==> config.mk <==
export PLATFORM = sky130hd
export DESIGN_NAME = phase_accum_flat
export DESIGN_NICKNAME = d
export VERILOG_FILES = /design/src/rtl/phase_accum_pkg.sv /design/src/rtl/phase_accum_if.sv /design/src/rtl/phase_fw_shadow.sv /design/src/rtl/phase_accum.sv /design/src/flat_wrapper.sv
export SDC_FILE = /design/constraint.sdc
export NUM_CORES = 1
export LEC_CHECK = 0
export BUFFER_PORTS_ARGS = -buffer_cell sky130_fd_sc_hd__buf_4
export CAP_MARGIN = 20
export CORE_AREA = 5 5 70 72
export CTS_BUF_LIST = sky130_fd_sc_hd__clkbuf_4
export DETAILED_ROUTE_END_ITERATION = 10
export DIE_AREA = 0 0 75 77
export GPL_ROUTABILITY_DRIVEN = 0
export PLACE_DENSITY = 0.8
export SYNTH_ARGS = -nofsm -noshare
export SYNTH_HDL_FRONTEND = slang
export SYNTH_SLANG_ARGS = --single-unit
==> constraint.sdc <==
create_clock -name clk -period 2.8 [get_ports clk]
set_input_delay 0.7 -clock clk [delete_from_list [all_inputs] [get_ports clk]]
set_output_delay 0.7 -clock clk [all_outputs]
set_load 0.01 [all_outputs]
==> src/rtl/phase_accum_pkg.sv <==
`default_nettype none
// ============================================================================
//  Module   : phase_accum_pkg
//  Purpose  : Shared DDS definitions: default phase width and the
//             frequency-word shadow state encoding. Waveform shapers that
//             consume the phase import the same width constant.
//  Revision : 1.0  initial release
// ============================================================================
package phase_accum_pkg;

    // Default phase / tuning word width in bits
    localparam int C_PHASE_W = 14;

    // Frequency-word shadow control states
    typedef enum logic [0:0] {
        ST_IDLE    = 1'b0,  // no word pending, handshake open
        ST_PENDING = 1'b1   // word held in shadow, waiting for a safe load point
    } fw_state_e;

endpackage : phase_accum_pkg
`default_nettype wire

==> src/rtl/phase_accum_if.sv <==
`default_nettype none
// ============================================================================
//  Module   : phase_accum_if
//  Purpose  : Control, frequency-word handshake and phase output bundle of
//             the phase accumulator. The master drives control and the
//             offered word; the slave (the accumulator) returns phase state.
//  Revision : 1.0  initial release
// ============================================================================
interface phase_accum_if
    import phase_accum_pkg::*;
#(
    parameter int N = C_PHASE_W
);
    logic         ena;
    logic         fw_valid;
    logic [N-1:0] fw_data;
    logic         fw_ready;
    logic         phase_clr;
    logic [N-1:0] phase;
    logic         wrap;
    logic [N-1:0] fw_active;

    modport master (
        output ena, fw_valid, fw_data, phase_clr,
        input  fw_ready, phase, wrap, fw_active
    );

    modport slave (
        input  ena, fw_valid, fw_data, phase_clr,
        output fw_ready, phase, wrap, fw_active
    );
endinterface : phase_accum_if
`default_nettype wire

==> src/rtl/phase_fw_shadow.sv <==
`default_nettype none
// ============================================================================
//  Module   : phase_fw_shadow
//  Purpose  : Frequency-word shadow register with IDLE/PENDING control.
//             Accepts one word, holds it, and strobes load_o at the point
//             where swapping it into the active increment keeps the phase
//             continuous (carry-out, zero increment, or phase clear).
//  Revision : 1.0  initial release
// ============================================================================
module phase_fw_shadow
    import phase_accum_pkg::*;
#(
    parameter int N = C_PHASE_W
) (
    input  wire logic         clk,
    input  wire logic         rst_n,
    input  wire logic         fw_valid_i,
    input  wire logic [N-1:0] fw_data_i,
    input  wire logic         ena_i,
    input  wire logic         carry_i,        // raw carry of phase + fw_active
    input  wire logic         phase_clr_i,
    input  wire logic         active_zero_i,  // fw_active == 0, carry impossible
    output logic              fw_ready_o,
    output logic              load_o,
    output logic [N-1:0]      shadow_o
);

    fw_state_e    state_q, state_d;
    logic [N-1:0] shadow_q, shadow_d;

    // State and shadow registers; reset discards any word offered on that edge
    always_ff @(posedge clk) begin
        if (!rst_n) begin
            state_q  <= ST_IDLE;
            shadow_q <= '0;
        end else begin
            state_q  <= state_d;
            shadow_q <= shadow_d;
        end
    end

    // Next-state, capture and load-strobe decode
    always_comb begin
        state_d    = state_q;
        shadow_d   = shadow_q;
        fw_ready_o = 1'b0;
        load_o     = 1'b0;
        case (state_q)
            ST_IDLE: begin
                fw_ready_o = 1'b1;
                if (fw_valid_i) begin
                    shadow_d = fw_data_i;
                    state_d  = ST_PENDING;
                end
            end
            ST_PENDING: begin
                // New offers are ignored here; the held word is loaded on a
                // wrap, immediately if no wrap can ever come, or on a clear.
                if ((ena_i && carry_i) || active_zero_i || phase_clr_i) begin
                    load_o  = 1'b1;
                    state_d = ST_IDLE;
                end
            end
            default: begin
                state_d = ST_IDLE;
            end
        endcase
    end

    assign shadow_o = shadow_q;

endmodule : phase_fw_shadow
`default_nettype wire

==> src/rtl/phase_accum.sv <==
`default_nettype none
// ============================================================================
//  Module   : phase_accum
//  Purpose  : DDS phase accumulator. Adds the active frequency word to the
//             phase every enabled cycle, flags carry-out as a one-cycle wrap
//             pulse, and swaps in new frequency words phase-continuously.
//  Revision : 1.0  initial release
// ============================================================================
module phase_accum
    import phase_accum_pkg::*;
#(
    parameter int N = C_PHASE_W
) (
    input  wire logic  clk,
    input  wire logic  rst_n,
    phase_accum_if.slave bus
);

    logic [N-1:0] phase_q;
    logic         wrap_q;
    logic [N-1:0] fw_active_q;
    logic [N:0]   sum_w;
    logic         carry_w;
    logic         load_w;
    logic [N-1:0] shadow_w;

    assign sum_w   = {1'b0, phase_q} + {1'b0, fw_active_q};
    assign carry_w = sum_w[N];

    phase_fw_shadow #(
        .N(N)
    ) u_fw_shadow (
        .clk           (clk),
        .rst_n         (rst_n),
        .fw_valid_i    (bus.fw_valid),
        .fw_data_i     (bus.fw_data),
        .ena_i         (bus.ena),
        .carry_i       (carry_w),
        .phase_clr_i   (bus.phase_clr),
        .active_zero_i (fw_active_q == '0),
        .fw_ready_o    (bus.fw_ready),
        .load_o        (load_w),
        .shadow_o      (shadow_w)
    );

    // Phase/wrap registers: clear beats enable, wrap only on a real carry
    always_ff @(posedge clk) begin
        if (!rst_n) begin
            phase_q <= '0;
            wrap_q  <= 1'b0;
        end else if (bus.phase_clr) begin
            phase_q <= '0;
            wrap_q  <= 1'b0;
        end else if (bus.ena) begin
            phase_q <= sum_w[N-1:0];
            wrap_q  <= carry_w;
        end else begin
            wrap_q  <= 1'b0;
        end
    end

    // Active increment takes the shadow word on the load strobe
    always_ff @(posedge clk) begin
        if (!rst_n) begin
            fw_active_q <= '0;
        end else if (load_w) begin
            fw_active_q <= shadow_w;
        end
    end

    assign bus.phase     = phase_q;
    assign bus.wrap      = wrap_q;
    assign bus.fw_active = fw_active_q;

endmodule : phase_accum
`default_nettype wire

==> src/flat_wrapper.sv <==
// flat-port wrapper written by rule: the top's interface ports become plain ports
module phase_accum_flat import phase_accum_pkg::*;
#(
    parameter int N = C_PHASE_W
)
  (clk, rst_n, bus_ena, bus_fw_valid, bus_fw_data, bus_phase_clr, bus_fw_ready, bus_phase, bus_wrap, bus_fw_active);
  phase_accum_if #(.N(N)) bus_i ();
  input  wire logic clk;
  input  wire logic rst_n;
  input wire logic [$bits(bus_i.ena)-1:0] bus_ena;
  input wire logic [$bits(bus_i.fw_valid)-1:0] bus_fw_valid;
  input wire logic [$bits(bus_i.fw_data)-1:0] bus_fw_data;
  input wire logic [$bits(bus_i.phase_clr)-1:0] bus_phase_clr;
  output wire logic [$bits(bus_i.fw_ready)-1:0] bus_fw_ready;
  output wire logic [$bits(bus_i.phase)-1:0] bus_phase;
  output wire logic [$bits(bus_i.wrap)-1:0] bus_wrap;
  output wire logic [$bits(bus_i.fw_active)-1:0] bus_fw_active;
  assign bus_i.ena = bus_ena;
  assign bus_i.fw_valid = bus_fw_valid;
  assign bus_i.fw_data = bus_fw_data;
  assign bus_i.phase_clr = bus_phase_clr;
  assign bus_fw_ready = bus_i.fw_ready;
  assign bus_phase = bus_i.phase;
  assign bus_wrap = bus_i.wrap;
  assign bus_fw_active = bus_i.fw_active;
  phase_accum #(.N(N)) u_core (.clk(clk), .rst_n(rst_n), .bus(bus_i));
endmodule
==> reports/qor.yml, run 1 <==
swShare_pct: 25.9
fin_ws_ns: 0.393
synth_async_sr_flop_share_pct: 0
min_period_ns: 2.41
synth_seq_cells: 44
whs_ns: 0.467
cts_resized: 0
drive_gt1_share_pct: 20.5
finClkSkew_ns: 0.0152
initial_core_util_pct: 54.0
antenna_found_initial: 0
diodes: 0
ys_types: 37
power.share.clock_pct: 32.4
crit_family: "compound AO/OA/AOI/OAI gates"
core_um2: 4230
syn_area_per_cell_um2: 8.49
stdcell_area_um2: 2760
tritoncts: "yes"
vias_per_cell: 5.30
synth_edf_count: 0
grt_pass1_vias: 1751
dpl_cell_area_um2: 2680
cts_inserted_buffers: 5
slowest_delay_ns: 0.47
setup_viol: 0
syn_nets: 303
path_clk_slew_ns: 0.14
firstDrtPassIters: 4
dp_worst_setup_slack_ns: 0.438
synthesis.instances: 269
synth_seq_area_share_pct: 38.6
antenna_left: 0
fp.dieH_um: 77
ir_drop_uv: 293
cts_sinks: 44
path_class: "reg2reg"
vias: 1956
port_buffers: 48
crit_top_cell: "o21ai_0"
path_cells: "ha_1, a211oi_1, nor2_1, o21ai_0, o211ai_1, o31ai_1, xor2_1, o21ai_0"
relSlewSlack_pct: 65.9
combPwrFrac_pct: 13.5
synth_area_um2: 2280
rsz0062_at_grt: "no"
yosysTopAreaCellShare_pct: 38.6
die_x_um: 75
synth.top_cells.by_area: "dfxtp_1 (39%), nand2_1 (11%), mux2i_1 (9.2%), ha_1 (7.7%), a21boi_0 (4.6%)"
finalNetCount: 350
total_power_mw: 1.23
rows: 24
postCtsSetupBuffers: 0
grt_max_degree: 44
gr-total-overflow: 0
tightest_slew_ns: 0.512
hold_viol: 0
cts-root-buf: "clkbuf_4"
synth_flop_cell: "dfxtp_1"
ctsHoldBuffers: 0
p_seq_share_pct: 54.0
yosysWarningCount: 0
grt_usage_pct: 18.0
wirelength_um: 4970
p_leak_nw: 1.24
slew_violations: 0
place_hpwl_um: 3780
n_fill_cell: 377
synth_commonest_cells: "nand2_1 (67), dfxtp_1 (44), mux2i_1 (21)"
post-place-cells: 361
critPathSlowestCell: "dfxtp_1"
cts_buffer_depth: 2
fin_tns_setup_ns: 0
final_core_util_pct: 65.1
fp.dieArea_um2: 5780
status: "finished, final reports clean"
cp_max_fo: 5
path_buf_inv: 0
finalCritPeriodShare_pct: 86.0
yosys.area.top_type: "dfxtp_1"
power.switching_uw: 320
hold_class: "reg2reg"
yosysMostFrequentCell: "nand2_1"
final_cells: 369
drcViolationCount: 0
syn_to_final_growth_pct: 20.6
max_cap_viol_count: 0
required_ns: 3.05
crit_arrival_ns: 2.66
max_freq_ghz: 0.415
grt_pass1_wl_um: 8200
insertion_delay_ns: 0.36
initialDrtViolationCount: 179
powerDensity_nw_per_um2: 448
internal_power_uw: 914
end_kind: "flop"
wl_per_cell_um: 13.5
ctsHtreeMaxLevel: 2
start_kind: "flop"
num_io_pins: 49
power groups by stage:
stage               logic [mW]  registers, mW  clock network [mW]
floorplan                0.115          0.679                   0
global placement         0.167          0.679                   0
detailed placement       0.169          0.681                   0
CTS                      0.169          0.667               0.411
global route             0.184          0.671               0.443
finish                   0.167          0.667               0.401
metal layers:
metal | part of all wire (%) | track usage [%] | wire (µm)
met5 | 0 | 0 | 0
met1 | 46 | 24.5 | 2280
met2 | 47 | 28.0 | 2360
met4 | 1.1 | 5.34 | 53
met3 | 5.6 | 4.18 | 278
area by class of cell:
cell class	instances	area [µm²]	area share, %
clock inverters	3	42.5	1.54
well taps	52	65.1	2.36
inverters	4	15.0	0.545
flip-flops and latches	44	881	32.0
multi-input cells	210	1330	48.3
repair buffers	51	383	13.9
clock buffers	5	37.5	1.36
flip-flops by register name, summed over array words and instances, names as in the netlist:
register,count
u_core.u_fw_shadow.shadow_o,14
u_core.u_fw_shadow.state_q,1
u_core.bus.wrap,1
u_core.bus.phase,14
u_core.bus.fw_active,14
cell families (layout without fill, tap and decap cells):
| kind of cell | Yosys count | after routing | share of synthesized area (%) |
|---|---|---|---|
| adders and majority gates | 15 | 15 | 8.54 |
| DFF | 44 | 44 | 38.6 |
| and+or+nand+nor | 111 | 111 | 20.8 |
| xor gates and xnor gates | 9 | 9 | 3.45 |
| buffers and inverters | 15 | 63 | 3.18 |
| muxes | 21 | 21 | 9.20 |
| AOI/OAI and AO/OA | 54 | 54 | 16.3 |
cell usage in the layout (no fill, tap or decap), types with 3 or more instances in the layout:
cell type / synthesis / final
clkbuf_4: 0 / 5
o21ai_0: 8 / 8
nor2b_1: 3 / 3
dfxtp_1: 44 / 44
a211oi_1: 6 / 6
nand3_1: 6 / 6
inv_1: 4 / 4
ha_1: 14 / 14
nor3_1: 4 / 4
a21boi_0: 14 / 14
xor2_1: 4 / 4
nor2_1: 20 / 20
a21o_1: 3 / 3
nand2_1: 67 / 67
buf_4: 0 / 51
mux2i_1: 21 / 21
xnor2_1: 5 / 5
a21oi_1: 13 / 13
worst reg2reg max path, delay by kind of cell, from the launching register on:
| family | cells | cell delay, ns |
|---|---|---|
| AND/OR/NAND/NOR | 1 | 0.12 |
| flip-flops | 1 | 0.47 |
| AO/OA/AOI/OAI | 5 | 1.27 |
| adder cells (fa/ha/maj) | 1 | 0.28 |
| XOR/XNOR | 1 | 0.17 |
worst paths after layout:
kind                                          startpoint                                    to  slack [ns]  cells after the start
min          u_core.u_fw_shadow.shadow_o[0]$_SDFFE_PN0P_  u_core.bus.fw_active[0]$_SDFFE_PN0P_        0.47                      2
max reg2reg         u_core.bus.fw_active[1]$_SDFFE_PN0P_     u_core.bus.phase[13]$_SDFFE_PP0P_        0.39                      8
min reg2reg  u_core.u_fw_shadow.shadow_o[0]$_SDFFE_PN0P_  u_core.bus.fw_active[0]$_SDFFE_PN0P_        0.47                      2
max                 u_core.bus.fw_active[1]$_SDFFE_PN0P_     u_core.bus.phase[13]$_SDFFE_PP0P_        0.39                      8
Note: power is estimated with default switching activity, not from simulation.
==> run 2: changes to the inputs <==
--- a/config.mk
+++ b/config.mk
@@ -7,10 +7,10 @@
 export LEC_CHECK = 0
 export BUFFER_PORTS_ARGS = -buffer_cell sky130_fd_sc_hd__buf_4
 export CAP_MARGIN = 20
-export CORE_AREA = 5 5 70 72
+export CORE_AREA = 5 5 80 64
 export CTS_BUF_LIST = sky130_fd_sc_hd__clkbuf_4
 export DETAILED_ROUTE_END_ITERATION = 10
-export DIE_AREA = 0 0 75 77
+export DIE_AREA = 0 0 85 69
 export GPL_ROUTABILITY_DRIVEN = 0
 export PLACE_DENSITY = 0.8
 export SYNTH_ARGS = -nofsm -noshare
==> reports/qor.yml, run 2 (same netlist as run 1, synthesis figures left out) <==
status: "finished, final reports clean"
setup_viol: 0
port_buffers: 48
wirelength_um: 5030
max_cap_viol_count: 0
firstDrtPassIters: 4
die_x_um: 85
powerDensity_nw_per_um2: 452
vias: 1967
path_cells: "ha_1, fa_1, a21oi_1, nor2_2, o211ai_2, a211oi_1, o21ai_2, o22ai_4, buf_4, mux2i_1"
initialDrtViolationCount: 87
ctsHoldBuffers: 0
crit_family: "compound AO/OA/AOI/OAI gates"
n_fill_cell: 380
end_kind: "flop"
finClkSkew_ns: 0.0120
cts_sinks: 44
critPathSlowestCell: "fa_1"
gr-total-overflow: 0
wl_met3_um: 379
cts_buffer_depth: 2
final_cells: 373
required_ns: 3.05
met1_length_um: 2450
cts_resized: 0
cts_inserted_buffers: 5
grt_usage_pct: 17.4
path_class: "reg2reg"
rsz0062_at_grt: "no"
slew_violations: 0
max_freq_ghz: 0.419
min_period_ns: 2.39
antenna_left: 0
fp.dieArea_um2: 5870
finalNetCount: 349
grt_max_degree: 46
core_um2: 4260
num_io_pins: 49
p_leak_nw: 1.24
final_common_cell: "nand2_1"
mostFrequentLayoutCells: "nand2_1 (67), buf_4 (50), dfxtp_1 (44)"
crit_arrival_ns: 2.63
path_clk_slew_ns: 0.14
wl_per_cell_um: 13.5
grt_pass1_vias: 1811
hold_viol: 0
antenna_found_initial: 0
post-place-cells: 365
tightest_slew_ns: 0.540
initial_core_util_pct: 53.7
insertion_delay_ns: 0.36
rows: 21
drive_gt1_share_pct: 20.3
hold_class: "reg2reg"
grt_pass1_wl_um: 8450
topRoutingLayerUsed: "met4"
cp_max_fo: 15
postCtsSetupBuffers: 0
ir_drop_uv: 417
diodes: 0
slowest_delay_ns: 0.41
fp.dieH_um: 69
relSlewSlack_pct: 64.0
place_hpwl_um: 3820
tritoncts: "yes"
fin_tns_setup_ns: 0
vias_per_cell: 5.27
drcViolationCount: 0
ctsHtreeMaxLevel: 2
cts-root-buf: "clkbuf_4"
finalCritPeriodShare_pct: 85.2
syn_to_final_growth_pct: 20.7
start_kind: "flop"
wl_met2_um: 2130
path_buf_inv: 1
-- run 2: changes by cell type in the layout (fill, tap and decap cells not counted) --
cell	delta
inv_6	+1
buf_4	-1
clkinv_2	-1
-- run 2: path summary, 6_finish.rpt --
check / slack [ns] / endpoint / cells past startpoint / from
hold / removal: 0.47 / u_core.bus.fw_active[5]$_SDFFE_PN0P_ / 2 / u_core.u_fw_shadow.shadow_o[5]$_SDFFE_PN0P_
setup / recovery: 0.41 / u_core.bus.fw_active[6]$_SDFFE_PN0P_ / 10 / u_core.bus.fw_active[0]$_SDFFE_PN0P_
hold reg to reg: 0.47 / u_core.bus.fw_active[5]$_SDFFE_PN0P_ / 2 / u_core.u_fw_shadow.shadow_o[5]$_SDFFE_PN0P_
setup reg to reg: 0.41 / u_core.bus.fw_active[6]$_SDFFE_PN0P_ / 10 / u_core.bus.fw_active[0]$_SDFFE_PN0P_
-- run 2: routing by layer --
layer	GRT usage, %	vias up
li1	-	1018
met1	24.9	882
met2	25.3	58
met3	4.76	9
met4	5.27	0
met5	0	-
-- run 2: through the flow --
stage | utilization [%] | area (µm²) | hold WS (ns) | power [mW] | setup slack [ns]
floorplan | - | 2280 | 0.438 | 0.794 | 0.554
global placement | 62.8 | 2670 | 0.448 | 0.846 | 0.494
detailed placement | 62.8 | 2670 | 0.455 | 0.850 | 0.433
CTS | 64.8 | 2760 | 0.474 | 1.26 | 0.410
global route | 64.8 | 2760 | 0.495 | 1.30 | 0.210
finish | 64.8 | 2760 | 0.469 | 1.25 | 0.414
-- run 2: cell type report --
class                      count  area (µm²)  area share (%)
clock buffer                   5        37.5            1.36
inverter                       4        15.0           0.544
tap                           57        71.3            2.59
clock inverter                 3        46.3            1.68
sequential                    44         881            31.9
multi-input combinational    210        1330            48.3
timing repair buffer          50         375            13.6
-- run 2: report_power, final --
| part | internal (mW) | switching [mW] | leakage [nW] |
|---|---|---|---|
| clock | 0.191 | 0.221 | 0.0418 |
| combinational | 0.0786 | 0.0900 | 0.838 |
| sequential | 0.649 | 0.0183 | 0.358 |
| total | 0.918 | 0.329 | 1.24 |
-- run 2: tightest hold or removal path: stages, from the launching register on --
cell and delay, ns:
dfxtp_1 0.34, nand2_1 0.05, mux2i_1 0.06
==> run 3: changes to the inputs <==
--- a/config.mk
+++ b/config.mk
@@ -7,12 +7,12 @@
 export LEC_CHECK = 0
 export BUFFER_PORTS_ARGS = -buffer_cell sky130_fd_sc_hd__buf_4
 export CAP_MARGIN = 20
-export CORE_AREA = 5 5 80 64
+export CORE_AREA = 5 5 100 78
 export CTS_BUF_LIST = sky130_fd_sc_hd__clkbuf_4
 export DETAILED_ROUTE_END_ITERATION = 10
-export DIE_AREA = 0 0 85 69
+export DIE_AREA = 0 0 105 83
 export GPL_ROUTABILITY_DRIVEN = 0
-export PLACE_DENSITY = 0.8
+export PLACE_DENSITY_LB_ADDON = 0.1
 export SYNTH_ARGS = -nofsm -noshare
 export SYNTH_HDL_FRONTEND = slang
 export SYNTH_SLANG_ARGS = --single-unit
==> reports/qor.yml, run 3 (same netlist as run 1, synthesis figures left out) <==
finalCritPeriodShare_pct: 86.5
vias: 1969
cp_max_fo: 5
max_freq_ghz: 0.413
ir_drop_uv: 189
grt_pass1_wl_um: 9540
place_hpwl_um: 4390
fp.dieH_um: 83
min_path_cells: 2
drive_gt1_share_pct: 20.4
antenna_left: 0
dpl_cell_area_um2: 2720
r2r_cells: 9
hold_start: "u_core.u_fw_shadow.shadow_o[2]$_SDFFE_PN0P_"
core_um2: 6700
tritoncts: "yes"
p_leak_nw: 1.25
diodes: 0
hold_class: "reg2reg"
syn_to_final_growth_pct: 22.7
rows: 26
required_ns: 3.06
start_kind: "flop"
crit_arrival_ns: 2.68
gr-total-overflow: 0
mostFrequentLayoutCells: "nand2_1 (67), buf_4 (52), dfxtp_1 (44)"
cts_sinks: 44
grt_usage_pct: 13.3
status: "finished, final reports clean"
cts_inserted_buffers: 5
setup_viol: 0
ctsHoldBuffers: 0
postCtsSetupBuffers: 0
num_io_pins: 49
cts_resized: 0
port_buffers: 48
rrSetupSlack_ns: 0.38
ctsHtreeMaxLevel: 2
relSlewSlack_pct: 56.1
powerDensity_nw_per_um2: 445
initialDrtViolationCount: 70
r2r_start: "u_core.bus.fw_active[1]$_SDFFE_PN0P_"
hold_viol: 0
n_fill_cell: 714
stdcell_area_um2: 2800
min_period_ns: 2.42
grt_max_degree: 44
finalNetCount: 351
antenna_found_initial: 0
timing.rr.end: "u_core.bus.phase[13]$_SDFFE_PP0P_"
min_to: "u_core.bus.fw_active[2]$_SDFFE_PN0P_"
firstDrtPassIters: 4
rsz0062_at_grt: "no"
path_clk_slew_ns: 0.14
tightest_slew_ns: 0.658
fin_tns_setup_ns: 0
wl_per_cell_um: 14.4
vias_per_cell: 4.90
wirelength_um: 5790
drcViolationCount: 0
end_kind: "flop"
initial_core_util_pct: 34.1
insertion_delay_ns: 0.36
cts-root-buf: "clkbuf_4"
fp.dieArea_um2: 8720
final_common_cell: "nand2_1"
finClkSkew_ns: 0.00736
die_x_um: 105
path_class: "reg2reg"
cts_buffer_depth: 2
slew_violations: 0
grt_pass1_vias: 1860
max_cap_viol_count: 0
## run 3: cell types whose count changed in the layout (fill, tap and decap cells not counted)
cell	previous run	this run
buf_4	50	52
clkinv_1	0	1
clkinv_4	0	1
clkinvlp_4	1	0
inv_6	1	0
## run 3: through the flow
step / hold slack [ns] / instances / power [mW] / worst slack, ns / utilization [%]
global placement: 0.449 / 394 / 0.852 / 0.409 / 40.6
global route: 0.484 / 402 / 1.31 / 0.0363 / 41.8
floorplan: 0.438 / 269 / 0.794 / 0.554 / -
finish: 0.472 / 402 / 1.25 / 0.377 / 41.8
detailed placement: 0.456 / 394 / 0.853 / 0.374 / 40.6
CTS: 0.475 / 402 / 1.27 / 0.331 / 41.8
## run 3: per-layer routing
metal | GRT usage [%] | vias up | routed length [µm]
li1 | - | 1028 | -
met1 | 19.3 | 893 | 2990
met2 | 19.5 | 46 | 2420
met3 | 3.64 | 2 | 357
met4 | 3.14 | 0 | 29
met5 | 0 | - | 0
## run 3: layout make-up
| type | count | area, µm² | area share, % |
|---|---|---|---|
| sequential | 44 | 881 | 31.4 |
| inverter | 4 | 15.0 | 0.536 |
| tap | 84 | 105 | 3.75 |
| multi-input combinational | 210 | 1330 | 47.5 |
| timing repair buffer | 52 | 390 | 13.9 |
| clock buffer | 5 | 37.5 | 1.34 |
| clock inverter | 3 | 42.5 | 1.52 |
## run 3: how the worst max path moves through the flow
stage / cells after the start / from / end / slack (ns)
floorplan: 9 / u_core.bus.fw_active[0]$_SDFFE_PN0P_ / u_core.bus.phase[12]$_SDFFE_PP0P_ / 0.55
global placement: 9 / u_core.bus.fw_active[0]$_SDFFE_PN0P_ / u_core.bus.fw_active[1]$_SDFFE_PN0P_ / 0.41
detailed placement: 9 / u_core.bus.fw_active[0]$_SDFFE_PN0P_ / u_core.bus.fw_active[5]$_SDFFE_PN0P_ / 0.37
CTS: 9 / u_core.bus.fw_active[0]$_SDFFE_PN0P_ / u_core.bus.fw_active[5]$_SDFFE_PN0P_ / 0.33
global route: 9 / u_core.bus.fw_active[0]$_SDFFE_PN0P_ / u_core.bus.fw_active[11]$_SDFFE_PN0P_ / 0.04
finish: 9 / u_core.bus.fw_active[1]$_SDFFE_PN0P_ / u_core.bus.phase[13]$_SDFFE_PP0P_ / 0.38
## run 3: worst max-delay path: stages, from the launching register on
cell and delay [ns]:
dfxtp_1 0.46, ha_1 0.28, a211oi_1 0.24, nor2_1 0.13, o21ai_0 0.27, buf_4 0.18, o211ai_1 0.14, o31ai_1 0.38
xor2_1 0.17, o21ai_0 0.08
## run 3: power by group
part	total, mW	leakage, nW	internal, mW	switching, mW
combinational	0.170	0.848	0.0785	0.0913
sequential	0.667	0.358	0.649	0.0179
clock	0.412	0.0428	0.187	0.225
total	1.25	1.25	0.914	0.334
